`config.mk`:
```
export PLATFORM = sky130hd
export DESIGN_NAME = alu_op_sequencer
export DESIGN_NICKNAME = d
export VERILOG_FILES = /design/src/rtl/alu_pkg.sv /design/src/rtl/alu_sync_fifo.sv /design/src/rtl/alu_op_sequencer.sv
export SDC_FILE = /design/constraint.sdc
export NUM_CORES = 1
export LEC_CHECK = 0
export ABC_AREA = 1
export CORE_MARGIN = 10
export CORE_UTILIZATION = 50
export DETAILED_ROUTE_END_ITERATION = 10
export PLACE_DENSITY = 0.75
export SLEW_MARGIN = 0
export SYNTH_ARGS = -nofsm -noshare
export SYNTH_HDL_FRONTEND = slang
export SYNTH_HIERARCHICAL = 1
export SYNTH_SLANG_ARGS = --single-unit
```
`constraint.sdc`:
```
create_clock -name clock -period 3.01 [get_ports clock]
set_clock_uncertainty 0.1 [all_clocks]
set_input_delay 0.301 -clock clock [delete_from_list [all_inputs] [get_ports clock]]
set_output_delay 0.301 -clock clock [all_outputs]
set_load 0.01 [all_outputs]
```
`src/rtl/alu_pkg.sv`:
```
// Shared types for the ALU operand sequencer: operand/result widths and the
// packed records carried through the operation and result FIFOs.
package alu_pkg;

   localparam int ALU_OP_W  = 3;
   localparam int ALU_RES_W = 4;

   typedef struct packed {
      logic [ALU_OP_W-1:0] a;
      logic [ALU_OP_W-1:0] b;
      logic                sel;
   } alu_op_t;

   typedef struct packed {
      logic [ALU_RES_W-1:0] result;
      logic                 sel;
   } alu_res_t;

   function automatic alu_op_t alu_op_pack(input logic [ALU_OP_W-1:0] a,
                                           input logic [ALU_OP_W-1:0] b,
                                           input logic                sel);
      alu_op_t op;
      op.a   = a;
      op.b   = b;
      op.sel = sel;
      return op;
   endfunction

   function automatic alu_res_t alu_res_pack(input logic [ALU_RES_W-1:0] result,
                                             input logic                 sel);
      alu_res_t res;
      res.result = result;
      res.sel    = sel;
      return res;
   endfunction

endpackage

```
`src/rtl/alu_sync_fifo.sv`:
```
// Synchronous FIFO with occupancy count. Depth need not be a power of two:
// pointers wrap explicitly at DEPTH-1. Storage is cleared on reset so the
// head output reads zero while empty after reset.
module alu_sync_fifo #(
   parameter int WIDTH = 8,
   parameter int DEPTH = 4
) (
   input  logic                   clock,
   input  logic                   reset,
   input  logic                   wr_en,
   input  logic [WIDTH-1:0]       wr_data,
   input  logic                   rd_en,
   output logic [WIDTH-1:0]       rd_data,
   output logic [$clog2(DEPTH):0] count
);

   localparam int PTR_W = (DEPTH > 1) ? $clog2(DEPTH) : 1;
   localparam int CNT_W = $clog2(DEPTH) + 1;
   localparam logic [PTR_W-1:0] LAST_PTR_C = PTR_W'(DEPTH - 1);
   localparam logic [CNT_W-1:0] FULL_CNT_C = CNT_W'(DEPTH);

   logic [WIDTH-1:0] mem_r [DEPTH];
   logic [PTR_W-1:0] wr_ptr_r;
   logic [PTR_W-1:0] rd_ptr_r;
   logic [CNT_W-1:0] count_r;
   logic             wr_s;
   logic             rd_s;

   function automatic logic [PTR_W-1:0] next_ptr(input logic [PTR_W-1:0] p);
      if (p == LAST_PTR_C) begin
         return {PTR_W{1'b0}};
      end else begin
         return p + PTR_W'(1);
      end
   endfunction

   // Qualify requests against occupancy so misuse can never corrupt pointers
   always_comb begin
      wr_s = wr_en && (count_r != FULL_CNT_C);
      rd_s = rd_en && (count_r != {CNT_W{1'b0}});
   end

   // Storage write and pointer advance
   always_ff @(posedge clock) begin
      if (reset) begin
         for (int i = 0; i < DEPTH; i++) begin
            mem_r[i] <= {WIDTH{1'b0}};
         end
         wr_ptr_r <= {PTR_W{1'b0}};
         rd_ptr_r <= {PTR_W{1'b0}};
      end else begin
         if (wr_s) begin
            mem_r[wr_ptr_r] <= wr_data;
            wr_ptr_r        <= next_ptr(wr_ptr_r);
         end
         if (rd_s) begin
            rd_ptr_r <= next_ptr(rd_ptr_r);
         end
      end
   end

   // Occupancy counter; simultaneous push and pop leave it unchanged
   always_ff @(posedge clock) begin
      if (reset) begin
         count_r <= {CNT_W{1'b0}};
      end else begin
         case ({wr_s, rd_s})
            2'b10:   count_r <= count_r + CNT_W'(1);
            2'b01:   count_r <= count_r - CNT_W'(1);
            default: count_r <= count_r;
         endcase
      end
   end

   assign rd_data = mem_r[rd_ptr_r];
   assign count   = count_r;

endmodule

```
`src/rtl/alu_op_sequencer.sv`:
```
// Operand sequencer and result collector around a 1-cycle registered ALU.
// Ops are buffered, issued one per edge when the result buffer has credit
// for everything already in flight, and results are captured two edges
// after issue and returned in order.
module alu_op_sequencer
   import alu_pkg::*;
#(
   parameter int IN_DEPTH  = 4,
   parameter int OUT_DEPTH = 3
) (
   input  logic                      clock,
   input  logic                      reset,
   input  logic                      in_valid,
   output logic                      in_ready,
   input  logic [ALU_OP_W-1:0]       in_a,
   input  logic [ALU_OP_W-1:0]       in_b,
   input  logic                      in_sel,
   output logic [ALU_OP_W-1:0]       alu_a,
   output logic [ALU_OP_W-1:0]       alu_b,
   output logic                      alu_sel,
   input  logic [ALU_RES_W-1:0]      alu_result,
   output logic                      out_valid,
   input  logic                      out_ready,
   output logic [ALU_RES_W-1:0]      out_result,
   output logic                      out_sel,
   output logic [$clog2(IN_DEPTH):0] in_count
);

   localparam int IN_CNT_W  = $clog2(IN_DEPTH) + 1;
   localparam int OUT_CNT_W = $clog2(OUT_DEPTH) + 1;
   localparam int CRED_W    = OUT_CNT_W + 1;
   localparam logic [IN_CNT_W-1:0] IN_FULL_C = IN_CNT_W'(IN_DEPTH);
   localparam logic [CRED_W-1:0]   OUT_LIM_C = CRED_W'(OUT_DEPTH);

   alu_op_t              in_wr_data_s;
   alu_op_t              in_head_s;
   alu_res_t             out_wr_data_s;
   alu_res_t             out_head_s;
   logic                 in_wr_s;
   logic                 issue_s;
   logic                 pop_s;
   logic [OUT_CNT_W-1:0] out_count_s;
   logic [CRED_W-1:0]    credit_used_s;
   logic [CRED_W-1:0]    credit_lim_s;
   logic                 s1_r;
   logic                 s1_sel_r;
   logic                 s2_r;
   logic                 s2_sel_r;

   assign in_ready     = (in_count != IN_FULL_C);
   assign in_wr_s      = in_valid && in_ready;
   assign in_wr_data_s = alu_op_pack(in_a, in_b, in_sel);
   assign out_valid    = (out_count_s != {OUT_CNT_W{1'b0}});
   assign pop_s        = out_valid && out_ready;
   assign out_wr_data_s = alu_res_pack(alu_result, s2_sel_r);
   assign out_result   = out_head_s.result;
   assign out_sel      = out_head_s.sel;

   alu_sync_fifo #(
      .WIDTH ($bits(alu_op_t)),
      .DEPTH (IN_DEPTH)
   ) u_in_fifo (
      .clock   (clock),
      .reset   (reset),
      .wr_en   (in_wr_s),
      .wr_data (in_wr_data_s),
      .rd_en   (issue_s),
      .rd_data (in_head_s),
      .count   (in_count)
   );

   alu_sync_fifo #(
      .WIDTH ($bits(alu_res_t)),
      .DEPTH (OUT_DEPTH)
   ) u_out_fifo (
      .clock   (clock),
      .reset   (reset),
      .wr_en   (s2_r),
      .wr_data (out_wr_data_s),
      .rd_en   (pop_s),
      .rd_data (out_head_s),
      .count   (out_count_s)
   );

   // Issue only if buffered plus in-flight results still fit after this edge's pop
   always_comb begin
      credit_used_s = {1'b0, out_count_s}
                    + {{OUT_CNT_W{1'b0}}, s1_r}
                    + {{OUT_CNT_W{1'b0}}, s2_r};
      credit_lim_s  = OUT_LIM_C + {{OUT_CNT_W{1'b0}}, pop_s};
      if ((in_count != {IN_CNT_W{1'b0}}) && (credit_used_s < credit_lim_s)) begin
         issue_s = 1'b1;
      end else begin
         issue_s = 1'b0;
      end
   end

   // Operand registers: load on issue, hold last issued value while idle
   always_ff @(posedge clock) begin
      if (reset) begin
         alu_a   <= {ALU_OP_W{1'b0}};
         alu_b   <= {ALU_OP_W{1'b0}};
         alu_sel <= 1'b0;
      end else if (issue_s) begin
         alu_a   <= in_head_s.a;
         alu_b   <= in_head_s.b;
         alu_sel <= in_head_s.sel;
      end else begin
         alu_a   <= alu_a;
         alu_b   <= alu_b;
         alu_sel <= alu_sel;
      end
   end

   // Two-stage busy pipe tracking when the ALU result is worth capturing
   always_ff @(posedge clock) begin
      if (reset) begin
         s1_r     <= 1'b0;
         s1_sel_r <= 1'b0;
         s2_r     <= 1'b0;
         s2_sel_r <= 1'b0;
      end else begin
         s1_r     <= issue_s;
         s1_sel_r <= issue_s ? in_head_s.sel : s1_sel_r;
         s2_r     <= s1_r;
         s2_sel_r <= s1_sel_r;
      end
   end

endmodule

```
==> summary.md <==
| Metric | Value |
|---|---|
| Floorplan Core Area | `6869 µm²` |
| Pin count of the biggest net entering global routing | `17` |
| Count of boundary I/O pins | `32` |
| Measured slew at the worst slew-check pin | `between 500 and 600 ps` |
| Post-Syn Instances | `372` |
| Bufs and invs on worst path | `6` |
| Number of antenna violations at the first check in global routing | `0` |
| Maximum vdd drop | `around 0.44 mV` |
| Fin crit share | `0.9311` |
| Post-layout net count | `around 440` |
| Reg clk slew, reported paths | `approximately 80 ps` |
| Clock root buffer master | `clkbuf_8` |
| TritonCTS sink count | `between 70 and 80` |
| Final number of setup-violating endpoints | `0` |
| Clock latency of the later-clocked register in the worst-skew pair | `approximately 340 ps` |
| TritonCTS clock tree | `done` |
| Start-to-end type of the worst setup path | `reg -> reg` |
| Number of nets produced by synthesis | `397` |
| Area of the die | `between 10000 and 15000 µm²` |
| DR iter-0 viols | `a little under 70` |
| Number of buffers inserted by port buffering | `31` |
| Critical Path Source Type | `flip-flop` |
| First-pass DRT Iterations | `4` |
| Proportion of synthesized flip-flops having asynchronous set or reset | `0` |
| Effective utilization at floorplan | `0.5177` |
| Relative slew margins | `0.6201` |
| Wirelength, routed | `roughly 6800 µm` |
| Number of nets with antenna violations after detailed routing | `0` |
| Reported max-cap violation count | `0` |
| Setup repair after global routing missed its margin | `no` |
| GR Util All Layers | `0.1227` |
| Number of enable flip-flop cells after synthesis | `48` |
| Post-synthesis sequential element count | `between 70 and 80` |
| Cell with the largest stage delay on the worst path | `fa_2` |
| Cell seen most often among critical-path stages | `nand2_1` |
| Sequential area share after synthesis | `0.5630` |
| Die Span X | `~100 µm` |
| Areal power density over the cells | `between 800 and 900 nW/µm²` |
| Ys flop type | `edfxtp_1` |
| Wirelength per Cell | `~13 µm` |
| Run status | `complete, no violations` |
| Hold WS | `between 300 and 400 ps` |
| Data arrival time of the critical path | `between 2000 and 3000 ps` |
| Library cell with the highest instance count after synthesis | `nor2_1` |
| Deepest clock path buffer count | `2` |
| Final RePlAce weighted congestion | `just under 0.8` |
| CTS buffer count | `9` |
| Synth warnings | `6` |
| Die outline height | `~100 µm` |
| Chain of cells forming the critical path | `inv_2, fa_2, inv_2, ha_4, ha_4, nand2_1, nand2_1, nand2_2, nand2_1, inv_1, nand2_2, inv_2, ha_4, inv_2, fa_2, inv_1, nand2_1, nand3_2, nand2_1, nand2_1, nor2_1` |
| Mean cell area of the mapped netlist | `between 9 and 10 µm²` |
| Dominant cell type by area after synthesis | `edfxtp_1` |
| Vias | `2570` |
| Worst hold path stage count | `0` |
| Final Core Density | `0.6246` |
| Final setup TNS | `0 ps` |
| Synth area leaders | `edfxtp_1, dfxtp_1, nor2_1, inv_1, o21ai_0` |
| Share of layout cells above drive strength 1 | `0.1517` |
| Leak pwr | `~1.8 nW` |
| Min-Delay Path Class | `reg -> reg` |
| Final global-route overflow total | `0` |
| Overall Power | `0.003622 W` |
| Post-synth top area share | `0.4053` |
| Number of rows in the core area | `30` |
| Unique cell type count in the Yosys netlist | `29` |
| DPL Wire Length | `5111 µm` |
| Post-synth top cells | `nor2_1, inv_1, edfxtp_1` |
| Via count of the first global-routing pass | `around 2400` |
| Post-layout min period | `around 2800 ps` |
| Inserted Diodes | `0` |
| Via count normalized by instance count | `~5.0` |
| Final count of pins violating max slew | `0` |
| Synthesized area | `about 3600 µm²` |
| Critical Path End Type | `flip-flop` |
| Wire length of the first global-routing pass | `11030 µm` |
| Data required time at the worst endpoint | `around 3200 ps` |
| Maximum cell stage delay along the critical path | `~390 ps` |
| Delay-heaviest family, CP | `adder cells` |
| Number of cells on the critical path | `21` |
| Synthesis-to-finish area growth | `20.65%` |
| Worst R2R Path Depth | `21` |
| Final-report hold violation count | `0` |
| DRC violation count after routing | `0` |
| Count of H-tree levels built during CTS | `3` |
| CTS Hold Buffers Added | `0` |
| Maximum fanout along the worst path | `3` |
| Fmax | `roughly 0.36 GHz` |
flip-flops by register name, indices dropped and copies added, names as in the netlist, named ones only:
| register | count |
|---|---|
| s2_sel_r | 1 |
| u_in_fifo/count | 3 |
| u_in_fifo/wr_ptr_r | 2 |
| u_out_fifo/mem_r | 20 |
| s1_r | 1 |
| u_in_fifo/rd_ptr_r | 2 |
| u_out_fifo/rd_ptr_r | 2 |
| alu_b | 3 |
| alu_a | 3 |
| u_in_fifo/mem_r | 28 |
| s1_sel_r | 1 |
| u_out_fifo/wr_ptr_r | 2 |
| s2_r | 1 |
| u_out_fifo/count | 3 |
worst paths after layout:
check / startpoint / to / slack, ps
setup / recovery: s2_r$_SDFF_PP0_ / u_in_fifo/count[2]$_SDFFE_PP0P_ / 210
hold / removal: s2_sel_r$_SDFF_PP0_ / u_out_fifo/mem_r[3][0]$_DFFE_PP_ / 340
setup reg to reg: s2_r$_SDFF_PP0_ / u_in_fifo/count[2]$_SDFFE_PP0P_ / 210
hold reg to reg: s2_sel_r$_SDFF_PP0_ / u_out_fifo/mem_r[3][0]$_DFFE_PP_ / 340
timing repair:
action	CTS	global route
setup endpoints to repair	0	1
setup buffers	0	1
resized for setup	0	15
through the flow:
step,cell area [µm²],cells,setup WS (ps)
2_1_floorplan,3570,372,4.438
3_3_place_gp,4010,501,149.9
3_5_place_dp,4010,501,23.48
4_1_cts,4228,517,12.24
5_1_grt,4290,518,32.90
6_report,4290,518,207.4
worst reg2reg max path, delay by kind of cell, from the launching register on:
family,cells,cell delay (ps)
and+or+nand+nor,10,580
adders and majority gates,5,1320
DFF,1,340
buffers and inverters,6,380
area by class of cell:
type / instances / area, µm²
fillers: 584 / 2579
flip-flops and latches: 76 / 2006
multi-input cells: 235 / 1350
repair buffers: 43 / 400.4
inverters: 52 / 196.4
clock buffers: 10 / 127.6
well taps: 96 / 120.1
clock inverters: 6 / 90.09
report_power, final:
group	total [W]	switching [W]	internal [W]
Clock	0.000844	0.000376	0.000468
Sequential	0.00145	0.000133	0.00132
Combinational	0.00132	0.000756	0.000569
routing by layer:
layer  part of all wire  global-route usage  vias to the layer above
met5                  0                   0                        -
met4              0.012             0.05368                        0
met3              0.048             0.04213                        8
met2               0.51              0.2104                       46
met1               0.43              0.1338                     1176
li1                   -                   -                     1340
placed cells by master (no fill, tap or decap), types with 4 or more instances in the layout:
| cell type | synthesis | layout |
|---|---|---|
| clkdlybuf4s50_1 | 0 | 31 |
| a21oi_1 | 10 | 10 |
| nor3_1 | 13 | 13 |
| nor2_1 | 75 | 75 |
| nor3_2 | 11 | 10 |
| ha_1 | 7 | 4 |
| nand3b_1 | 7 | 7 |
| inv_1 | 49 | 45 |
| nand2_1 | 40 | 38 |
| dfxtp_1 | 28 | 25 |
| nand3_1 | 5 | 4 |
| clkbuf_8 | 0 | 9 |
| o21ai_0 | 34 | 34 |
| nand2_2 | 3 | 5 |
| inv_2 | 0 | 4 |
| o22ai_1 | 12 | 12 |
| edfxtp_1 | 48 | 48 |
| buf_4 | 1 | 12 |
cell families (layout without fill, tap and decap cells):
kind of cell	after synthesis	count (layout)	share of synthesized area
simple gates	164	164	0.2298
flops	76	76	0.5630
buf+inv	61	111	0.07389
compound gates	60	60	0.08937
fa+ha+maj	10	10	0.04152
xor+xnor	1	1	0.002464
No activity file was read; power rests on OpenSTA's default activity.
